--- src/rtl/id_ex_stage.sv ---
// ID/EX pipeline register. It decodes the instruction and resolves rs/rt operands through
// EX/MEM and MEM/WB forwarding, then registers the ALU operation, operands and control bits.
module id_ex_stage (
    input  logic        clk,
    input  logic        rst,
    input  logic        in_valid,
    input  logic        stall,
    input  logic        flush,
    input  logic [5:0]  opcode,
    input  logic [5:0]  funct,
    input  logic [4:0]  rs_addr,
    input  logic [4:0]  rt_addr,
    input  logic [4:0]  rd_addr,
    input  logic [31:0] rs_data,
    input  logic [31:0] rt_data,
    input  logic [15:0] imm,
    input  logic [4:0]  shamt_in,
    input  logic        exmem_wr_en,
    input  logic [4:0]  exmem_rd,
    input  logic [31:0] exmem_result,
    input  logic        memwb_wr_en,
    input  logic [4:0]  memwb_rd,
    input  logic [31:0] memwb_result,
    output logic        out_valid,
    output logic [3:0]  aluCnt,
    output logic [31:0] input1,
    output logic [31:0] input2,
    output logic [4:0]  shamt,
    output logic [4:0]  dest_reg,
    output logic        reg_write,
    output logic        mem_read,
    output logic        mem_write,
    output logic        is_branch,
    output logic [31:0] store_data,
    output logic        illegal,
    output logic [15:0] bubble_count
);

    localparam logic [3:0] ALU_ADD = 4'b0000;
    localparam logic [3:0] ALU_SUB = 4'b0001;
    localparam logic [3:0] ALU_NOT = 4'b0010;
    localparam logic [3:0] ALU_SLL = 4'b0011;
    localparam logic [3:0] ALU_SRL = 4'b0100;
    localparam logic [3:0] ALU_AND = 4'b0101;
    localparam logic [3:0] ALU_OR  = 4'b0110;
    localparam logic [3:0] ALU_SLT = 4'b0111;

    logic        w_legal;
    logic [3:0]  w_alu;
    logic [4:0]  w_dest;
    logic        w_reg_write;
    logic        w_mem_read;
    logic        w_mem_write;
    logic        w_branch;
    logic        w_op2_rt;
    logic        w_sign_ext;
    logic        w_shift;
    logic [31:0] w_fwd_rs;
    logic [31:0] w_fwd_rt;
    logic [31:0] w_imm_ext;
    logic [31:0] w_op2;
    logic [4:0]  w_shamt;
    logic        w_bubble;
    logic [15:0] w_bubble_next;

    // Instruction decode
    always_comb begin
        w_legal     = 1'b1;
        w_alu       = ALU_ADD;
        w_dest      = rt_addr;
        w_reg_write = 1'b0;
        w_mem_read  = 1'b0;
        w_mem_write = 1'b0;
        w_branch    = 1'b0;
        w_op2_rt    = 1'b0;
        w_sign_ext  = 1'b1;
        w_shift     = 1'b0;
        case (opcode)
            6'b000000: begin
                w_dest      = rd_addr;
                w_reg_write = 1'b1;
                w_op2_rt    = 1'b1;
                case (funct)
                    6'b100000: w_alu = ALU_ADD;
                    6'b100010: w_alu = ALU_SUB;
                    6'b100111: w_alu = ALU_NOT;
                    6'b000000: begin
                        w_alu   = ALU_SLL;
                        w_shift = 1'b1;
                    end
                    6'b000010: begin
                        w_alu   = ALU_SRL;
                        w_shift = 1'b1;
                    end
                    6'b100100: w_alu = ALU_AND;
                    6'b100101: w_alu = ALU_OR;
                    6'b101010: w_alu = ALU_SLT;
                    default:   w_legal = 1'b0;
                endcase
            end
            6'b001000: begin
                w_alu       = ALU_ADD;
                w_reg_write = 1'b1;
            end
            6'b001010: begin
                w_alu       = ALU_SLT;
                w_reg_write = 1'b1;
            end
            6'b001100: begin
                w_alu       = ALU_AND;
                w_sign_ext  = 1'b0;
                w_reg_write = 1'b1;
            end
            6'b001101: begin
                w_alu       = ALU_OR;
                w_sign_ext  = 1'b0;
                w_reg_write = 1'b1;
            end
            6'b100011: begin
                w_alu       = ALU_ADD;
                w_mem_read  = 1'b1;
                w_reg_write = 1'b1;
            end
            6'b101011: begin
                w_alu       = ALU_ADD;
                w_mem_write = 1'b1;
            end
            6'b000100: begin
                w_alu    = ALU_SUB;
                w_branch = 1'b1;
                w_op2_rt = 1'b1;
            end
            default: w_legal = 1'b0;
        endcase
    end

    // Forwarding: the younger EX/MEM result wins over MEM/WB; register 0 never forwards
    always_comb begin
        w_fwd_rs = rs_data;
        if (exmem_wr_en && (exmem_rd != 5'd0) && (exmem_rd == rs_addr))
            w_fwd_rs = exmem_result;
        else if (memwb_wr_en && (memwb_rd != 5'd0) && (memwb_rd == rs_addr))
            w_fwd_rs = memwb_result;
    end

    always_comb begin
        w_fwd_rt = rt_data;
        if (exmem_wr_en && (exmem_rd != 5'd0) && (exmem_rd == rt_addr))
            w_fwd_rt = exmem_result;
        else if (memwb_wr_en && (memwb_rd != 5'd0) && (memwb_rd == rt_addr))
            w_fwd_rt = memwb_result;
    end

    assign w_imm_ext = w_sign_ext ? {{16{imm[15]}}, imm} : {16'h0000, imm};
    assign w_op2     = w_op2_rt ? w_fwd_rt : w_imm_ext;
    assign w_shamt   = w_shift ? shamt_in : 5'd0;

    // Edges that load out_valid as 0 count as bubbles; stall edges do not
    assign w_bubble      = flush || (!stall && (!in_valid || !w_legal));
    assign w_bubble_next = (bubble_count == 16'hFFFF) ? bubble_count : bubble_count + 16'd1;

    always_ff @(posedge clk or posedge rst) begin
        if (rst) begin
            out_valid    <= 1'b0;
            aluCnt       <= 4'b0000;
            input1       <= 32'd0;
            input2       <= 32'd0;
            shamt        <= 5'd0;
            dest_reg     <= 5'd0;
            reg_write    <= 1'b0;
            mem_read     <= 1'b0;
            mem_write    <= 1'b0;
            is_branch    <= 1'b0;
            store_data   <= 32'd0;
            illegal      <= 1'b0;
            bubble_count <= 16'd0;
        end else if (flush) begin
            out_valid    <= 1'b0;
            reg_write    <= 1'b0;
            mem_read     <= 1'b0;
            mem_write    <= 1'b0;
            is_branch    <= 1'b0;
            illegal      <= 1'b0;
            bubble_count <= w_bubble_next;
        end else if (!stall) begin
            if (in_valid && w_legal) begin
                out_valid  <= 1'b1;
                aluCnt     <= w_alu;
                input1     <= w_fwd_rs;
                input2     <= w_op2;
                shamt      <= w_shamt;
                dest_reg   <= w_dest;
                reg_write  <= w_reg_write;
                mem_read   <= w_mem_read;
                mem_write  <= w_mem_write;
                is_branch  <= w_branch;
                store_data <= w_fwd_rt;
                illegal    <= 1'b0;
            end else begin
                // Bubble or illegal: datapath fields keep their last values
                out_valid  <= 1'b0;
                reg_write  <= 1'b0;
                mem_read   <= 1'b0;
                mem_write  <= 1'b0;
                is_branch  <= 1'b0;
                illegal    <= in_valid;
            end
            if (w_bubble)
                bubble_count <= w_bubble_next;
        end
    end

endmodule

--- config.mk ---
export PLATFORM = sky130hd
export DESIGN_NAME = id_ex_stage
export DESIGN_NICKNAME = d
export VERILOG_FILES = /design/src/rtl/id_ex_stage.sv
export SDC_FILE = /design/constraint.sdc
export NUM_CORES = 1
export LEC_CHECK = 0
export CORE_MARGIN = 8
export CORE_UTILIZATION = 35
export DETAILED_ROUTE_END_ITERATION = 16
export GPL_TIMING_DRIVEN = 1
export PLACE_DENSITY = 0.7
export SLEW_MARGIN = 40
export SYNTH_ARGS = -nofsm -noshare
export SYNTH_HDL_FRONTEND = slang
export SYNTH_SLANG_ARGS = --single-unit
--- constraint.sdc ---
create_clock -name clk -period 12.8 [get_ports clk]
set_input_delay 3.84 -clock clk [delete_from_list [all_inputs] [get_ports clk]]
set_output_delay 3.84 -clock clk [all_outputs]
set_load 0.02 [all_outputs]
==> metrics.txt, run 1 <==
HPWL after DPL 21600 um; Syn. warnings 0; post_cts resized 0; DIE HEIGHT 164 um; all-layer global routing usage 22.1%; Total Routed Length 30200 um; drt wl/cell 21.3 um; clk slew on worst S/H paths 60 ps; final setup fails 0; H-tree depth 4; Placer Congestion 0.869; Slew @ Worst Pin 794 ps; Crit. End Element register; max_slew headroom 47.1%; Startpoint Class primary input; FF+latch count, synth 131; Mapped Area 0.00768 mm^2; Post-synth ARST share 100%; post-route clock period utilization 51.3%; share of cells above drive strength 1 8.19%; crit path DAT 6920 ps; Peak VDD IR 0.0791 mV; critical path class primary input to register; Syn Inst Count 831; worst r2r path cells 6; biggest regs input1 x32, input2 x32, store_data x32; fin util 53.7%; Final Hold Fails 0; unrepaired setup endpoints after global routing false; PortBufs 323; die area 0.0269 mm^2; data required time of the worst path 13150 ps; f_max 152 MHz; Hold WC Path Type register to register; CTS root buf clkbuf_16; FP Rows 54; syn nets 1025; status completed; Post-synth EDFFs 0; clk_lat worst skew 410 ps; internal power 1130 uW; Nets 1317; post-route setup TNS 0 ps; CTS buffer count 17; leakage 0.00514 uW; Clock Path Buffers 2; Critical Path Fanout Max 65; register area share after synthesis 42.7%; CTS tree done; Max Cap Viol 0; Avg Cell Area, Syn 9.24 um^2; combinational share of power 34.9%; worst clock skew 3.95 ps; switching part of the total 33.5%; Routed Antenna Nets 0; vias in the first global route 7983; via/cell ratio 5.41; Post-synth top flop dfrtp_1; DRC 0; Core Area 0.0217 mm^2; Slew Viols, Final 0; clk sinks 131; Initial Util 35.4%; IO Count 325; synthesis-to-layout area growth 51.8%; Congestion Overflow GR 0; via count 7678; CTS Hold Bufs 0; Initial DRC Count 687; first-pass GRT wire length 46300 um; buffer count from post-CTS setup fixing 0; crit path time final 6570 ps; WHS Path Cells 2; power density over the cells 145 mW/mm^2; Sequential Power Share 34.5%; first drt pass iteration count 5; total net switching power 568 uW; Die W 164 um; largest net degree at the start of global routing 68; initial antenna violation count 1; clock share of power 30.6%; Yosys cell types 56
-- placed cells by master (no fill, tap or decap), drive strengths merged, types with 5 or more instances in the layout --
cell type	count
a311oi	33
xor2	17
nor2	89
nor3	30
nand4	6
o21ai	17
clkdlybuf4s50	323
o2bb2ai	15
nor4	5
buf	13
a21oi	60
xnor2	19
o31ai	16
clkbuf	19
or3	19
a21o	50
nand2	107
mux2i	36
a221oi	16
dfrtp	131
inv	33
and3	21
nand3	18
-- area by class of cell --
class | instances | area (um^2)
Timing Repair Buffer | 336 | 3350
Inverter | 28 | 110
Tap cell | 280 | 350
Multi-Input combinational cell | 609 | 3950
Clock buffer | 19 | 443
Fill cell | 1998 | 10000
Sequential cell | 131 | 3280
Antenna cell | 2 | 5.00
Clock inverter | 13 | 173
-- kinds of logic (layout without fill, tap and decap cells) --
family	count (synthesis)	after routing	synth area share, %
and+or+nand+nor	312	312	19.0
AOI/OAI and AO/OA	222	222	22.7
DFF	131	131	42.7
buffers and inverters	91	396	6.40
muxes	37	37	4.84
xor gates and xnor gates	36	36	4.11
adders and majority gates	1	1	0.163
other	1	3	0.0488
-- stage by stage --
stage                     std cells  total power [uW]  cell area [um^2]  hold WS, ps  setup WS [ps]
after floorplan                 831               849              7680          590           5460
after global placement         1383              1180             11000          459           5770
after detailed placement       1384              1190             11000          465           5710
after CTS                      1416              1710             11600          478           6150
after global routing           1417              1770             11700          489           6090
final                          1418              1700             11700          475           6230
-- routing by layer --
metal / global-route usage (%) / share of wire [%] / vias up
li1: - / - / 3560
met1: 28.0 / 41 / 3735
met2: 36.2 / 48 / 342
met3: 5.49 / 8.7 / 41
met4: 7.36 / 2.4 / 0
met5: 0 / 0 / -
-- synth_stat cells, types with 3 or more instances --
cell | instances | area share [%]
or3_1 | 19 | 1.5
a221oi_2 | 12 | 2.3
o21ai_0 | 17 | 1.1
nand3_1 | 17 | 1.1
buf_2 | 21 | 1.4
dfrtp_1 | 131 | 43
buf_6 | 11 | 1.6
o31ai_1 | 16 | 1.6
nand2b_1 | 3 | 0.24
inv_1 | 28 | 1.4
mux2i_1 | 36 | 4.7
a311oi_2 | 12 | 2.3
nor4_1 | 4 | 0.33
nand4_1 | 6 | 0.49
a21oi_1 | 52 | 3.4
clkbuf_1 | 19 | 0.93
buf_4 | 8 | 0.78
nor3_1 | 29 | 1.9
a311oi_1 | 21 | 2.4
xor2_1 | 17 | 1.9
or4_1 | 3 | 0.29
buf_1 | 3 | 0.15
a21oi_2 | 8 | 0.91
nand2_1 | 106 | 5.2
and3_1 | 21 | 1.7
a221oi_1 | 4 | 0.46
o2bb2ai_1 | 15 | 1.7
a21o_1 | 50 | 4.9
nor2_1 | 89 | 4.4
xnor2_1 | 19 | 2.2
-- critical path, cell delays in order --
cell	delay, ps
clkdlybuf4s50_1	520
nor3_1	460
nand2_2	160
o21bai_1	220
a2111o_2	740
buf_6	410
a311oi_1	360
a21o_1	130
-- power groups by stage --
stage / combinational (uW) / sequential [uW] / clock (uW)
2_1_floorplan: 145 / 704 / 0
3_3_place_gp: 588 / 589 / 0
3_5_place_dp: 595 / 591 / 0
4_1_cts: 597 / 585 / 530
5_1_grt: 628 / 597 / 548
6_report: 591 / 585 / 519
-- final timing paths --
path / start / slack, ps / endpoint
max: opcode[0] / 6230 / input1[31]
min: out_valid / 480 / out_valid
max reg2reg: bubble_count[0] / 10880 / bubble_count[2]
min reg2reg: out_valid / 480 / out_valid
max in group asynchronous: rst / 7860 / store_data[15]
min in group asynchronous: rst / 3900 / input1[28]
(Power assumes the default switching activity.)
==> run 2, diff against run 1 <==
PLACE_DENSITY = 0.73   (was 0.7)
clock period = 5.4 ns   (was 12.8 ns; I/O delays follow)
==> metrics.txt, run 2 (synthesized netlist as in run 1, its figures left out) <==
power density over the cells 343 mW/mm^2 (was 145 mW/mm^2); HPWL after DPL 22100 um (was 21600 um); CTS Hold Bufs 0 (unchanged); biggest regs input1 x32, input2 x32, store_data x32 (unchanged); Congestion Overflow GR 0 (unchanged); clk sinks 131 (unchanged); max_slew headroom 44.2% (was 47.1%); PortBufs 323 (unchanged); Peak VDD IR 0.165 mV (was 0.0791 mV); fin util 53.8% (was 53.7%); CTS buffer count 17 (unchanged); status completed (unchanged); Slew Viols, Final 0 (unchanged); placed cell areas 0.0111 mm^2 (was 0.0110 mm^2); buffer count from post-CTS setup fixing 0 (unchanged); critical path's slowest cell clkdlybuf4s50_1 (was a2111o_2); Clock Path Buffers 2 (unchanged); leakage 0.00515 uW (was 0.00514 uW); post-route clock period utilization 75.4%; IO Count 325 (unchanged); Initial Util 35.4% (unchanged); CTS root buf clkbuf_16 (unchanged); Crit. End Element register (unchanged); CTS tree done (unchanged); first-pass GRT wire length 45700 um (was 46300 um); clk_lat worst skew 410 ps (about the same); DIE HEIGHT 164 um (unchanged); initial antenna violation count 0 (was 1); Nets 1319 (was 1317); H-tree depth 4 (unchanged); Die W 164 um (unchanged); Hold WC Path Type register to register (unchanged); Core Area 0.0217 mm^2 (unchanged); worst clock skew 7.88 ps (was 3.95 ps); largest net degree at the start of global routing 71 (was 68); Fill cells 1970 (was 1998); FP Rows 54 (unchanged); first drt pass iteration count 7 (was 5); drt wl/cell 21.2 um (was 21.3 um); Max Cap Viol 0 (unchanged); vias in the first global route 7934 (was 7983); biggest cell delay along the critical path 680 ps (was 740 ps); commonest non-fill, non-tap cell in the layout clkdlybuf4s50_1 (unchanged); Cell Chain, Critical Path clkdlybuf4s50_1, nor2b_1, o21ai_0, a2111o_1, nand2_1, nand2_2, buf_4, a21o_1 (was clkdlybuf4s50_1, nor3_1, nand2_2, o21bai_1, a2111o_2, buf_6, a311oi_1, a21o_1); crit path DAT 4370 ps (was 6920 ps); post-route setup TNS 0 ps (unchanged); Total Routed Length 30000 um (was 30200 um); final hold slack 475 ps (about the same); DRC 0 (unchanged); synthesis-to-layout area growth 51.9% (was 51.8%); die area 0.0269 mm^2 (unchanged); clk slew on worst S/H paths 60 ps (about the same); unrepaired setup endpoints after global routing false (unchanged); Final Hold Fails 0 (unchanged); Initial DRC Count 661 (was 687); Routed Antenna Nets 0 (unchanged); Slew @ Worst Pin 837 ps (was 794 ps); data required time of the worst path 5700 ps (was 13150 ps); Startpoint Class primary input (unchanged); critical path class primary input to register (unchanged); via count 7673 (was 7678); FF+latch area 0.00328 mm^2 (unchanged); multi-input logic area 0.00394 mm^2 (was 0.00395 mm^2); final setup fails 0 (unchanged); f_max 246 MHz; most frequent cells in the layout clkdlybuf4s50_1, dfrtp_1, nand2_1 (unchanged); via/cell ratio 5.41 (about the same); Placer Congestion 0.894 (was 0.869); all-layer global routing usage 21.8% (was 22.1%); Critical Path Fanout Max 28 (was 65); Post-Layout Inst Area 0.0117 mm^2 (about the same); crit path time final 4070 ps; post_cts resized 0 (unchanged); share of cells above drive strength 1 8.26% (was 8.19%)
run 2: cell type report:
cell class | count | area share, %
sequential | 131 | 28.1
antenna | 1 | 0.0215
clock inverter | 13 | 1.50
inverter | 28 | 0.944
tap | 280 | 3.00
multi-input combinational | 609 | 33.8
clock buffer | 19 | 3.71
timing repair buffer | 338 | 28.9
run 2: metrics by stage:
stage / std cells / power, uW / worst slack [ps]
global placement: 1386 / 2800 / 1020
global route: 1418 / 4190 / 1200
finish: 1419 / 4000 / 1330
floorplan: 831 / 2010 / 282
CTS: 1418 / 4040 / 1360
detailed placement: 1386 / 2820 / 924
run 2: worst paths after layout:
check                                start         endpoint  slack, ps  depth (start not counted)
max reg2reg                bubble_count[0]  bubble_count[2]       3330                          6
min in group asynchronous              rst       input1[27]       1680                          2
max in group asynchronous              rst      dest_reg[3]       2900                          3
min reg2reg                     input1[26]       input1[26]        470                          1
max                              opcode[2]       input1[30]       1330                          8
min                             input1[26]       input1[26]        470                          1
run 2: critical path: cells and delay by family:
| kind | cells | cell delay [ps] |
|---|---|---|
| AOI/OAI and AO/OA | 3 | 850 |
| buffers and inverters | 2 | 1090 |
| and+or+nand+nor | 3 | 790 |
run 2: where the power goes:
| part | switching (uW) | internal, uW |
|---|---|---|
| logic | 700 | 708 |
| clock network | 467 | 736 |
| registers | 168 | 1220 |
| total | 1330 | 2660 |
run 2: routing by layer:
layer / GRT usage [%] / vias up / wire length, um
li1: - / 3574 / -
met1: 26.9 / 3739 / 12200
met2: 36.0 / 322 / 14500
met3: 5.91 / 38 / 2550
met4: 7.69 / 0 / 703
met5: 0 / - / 0
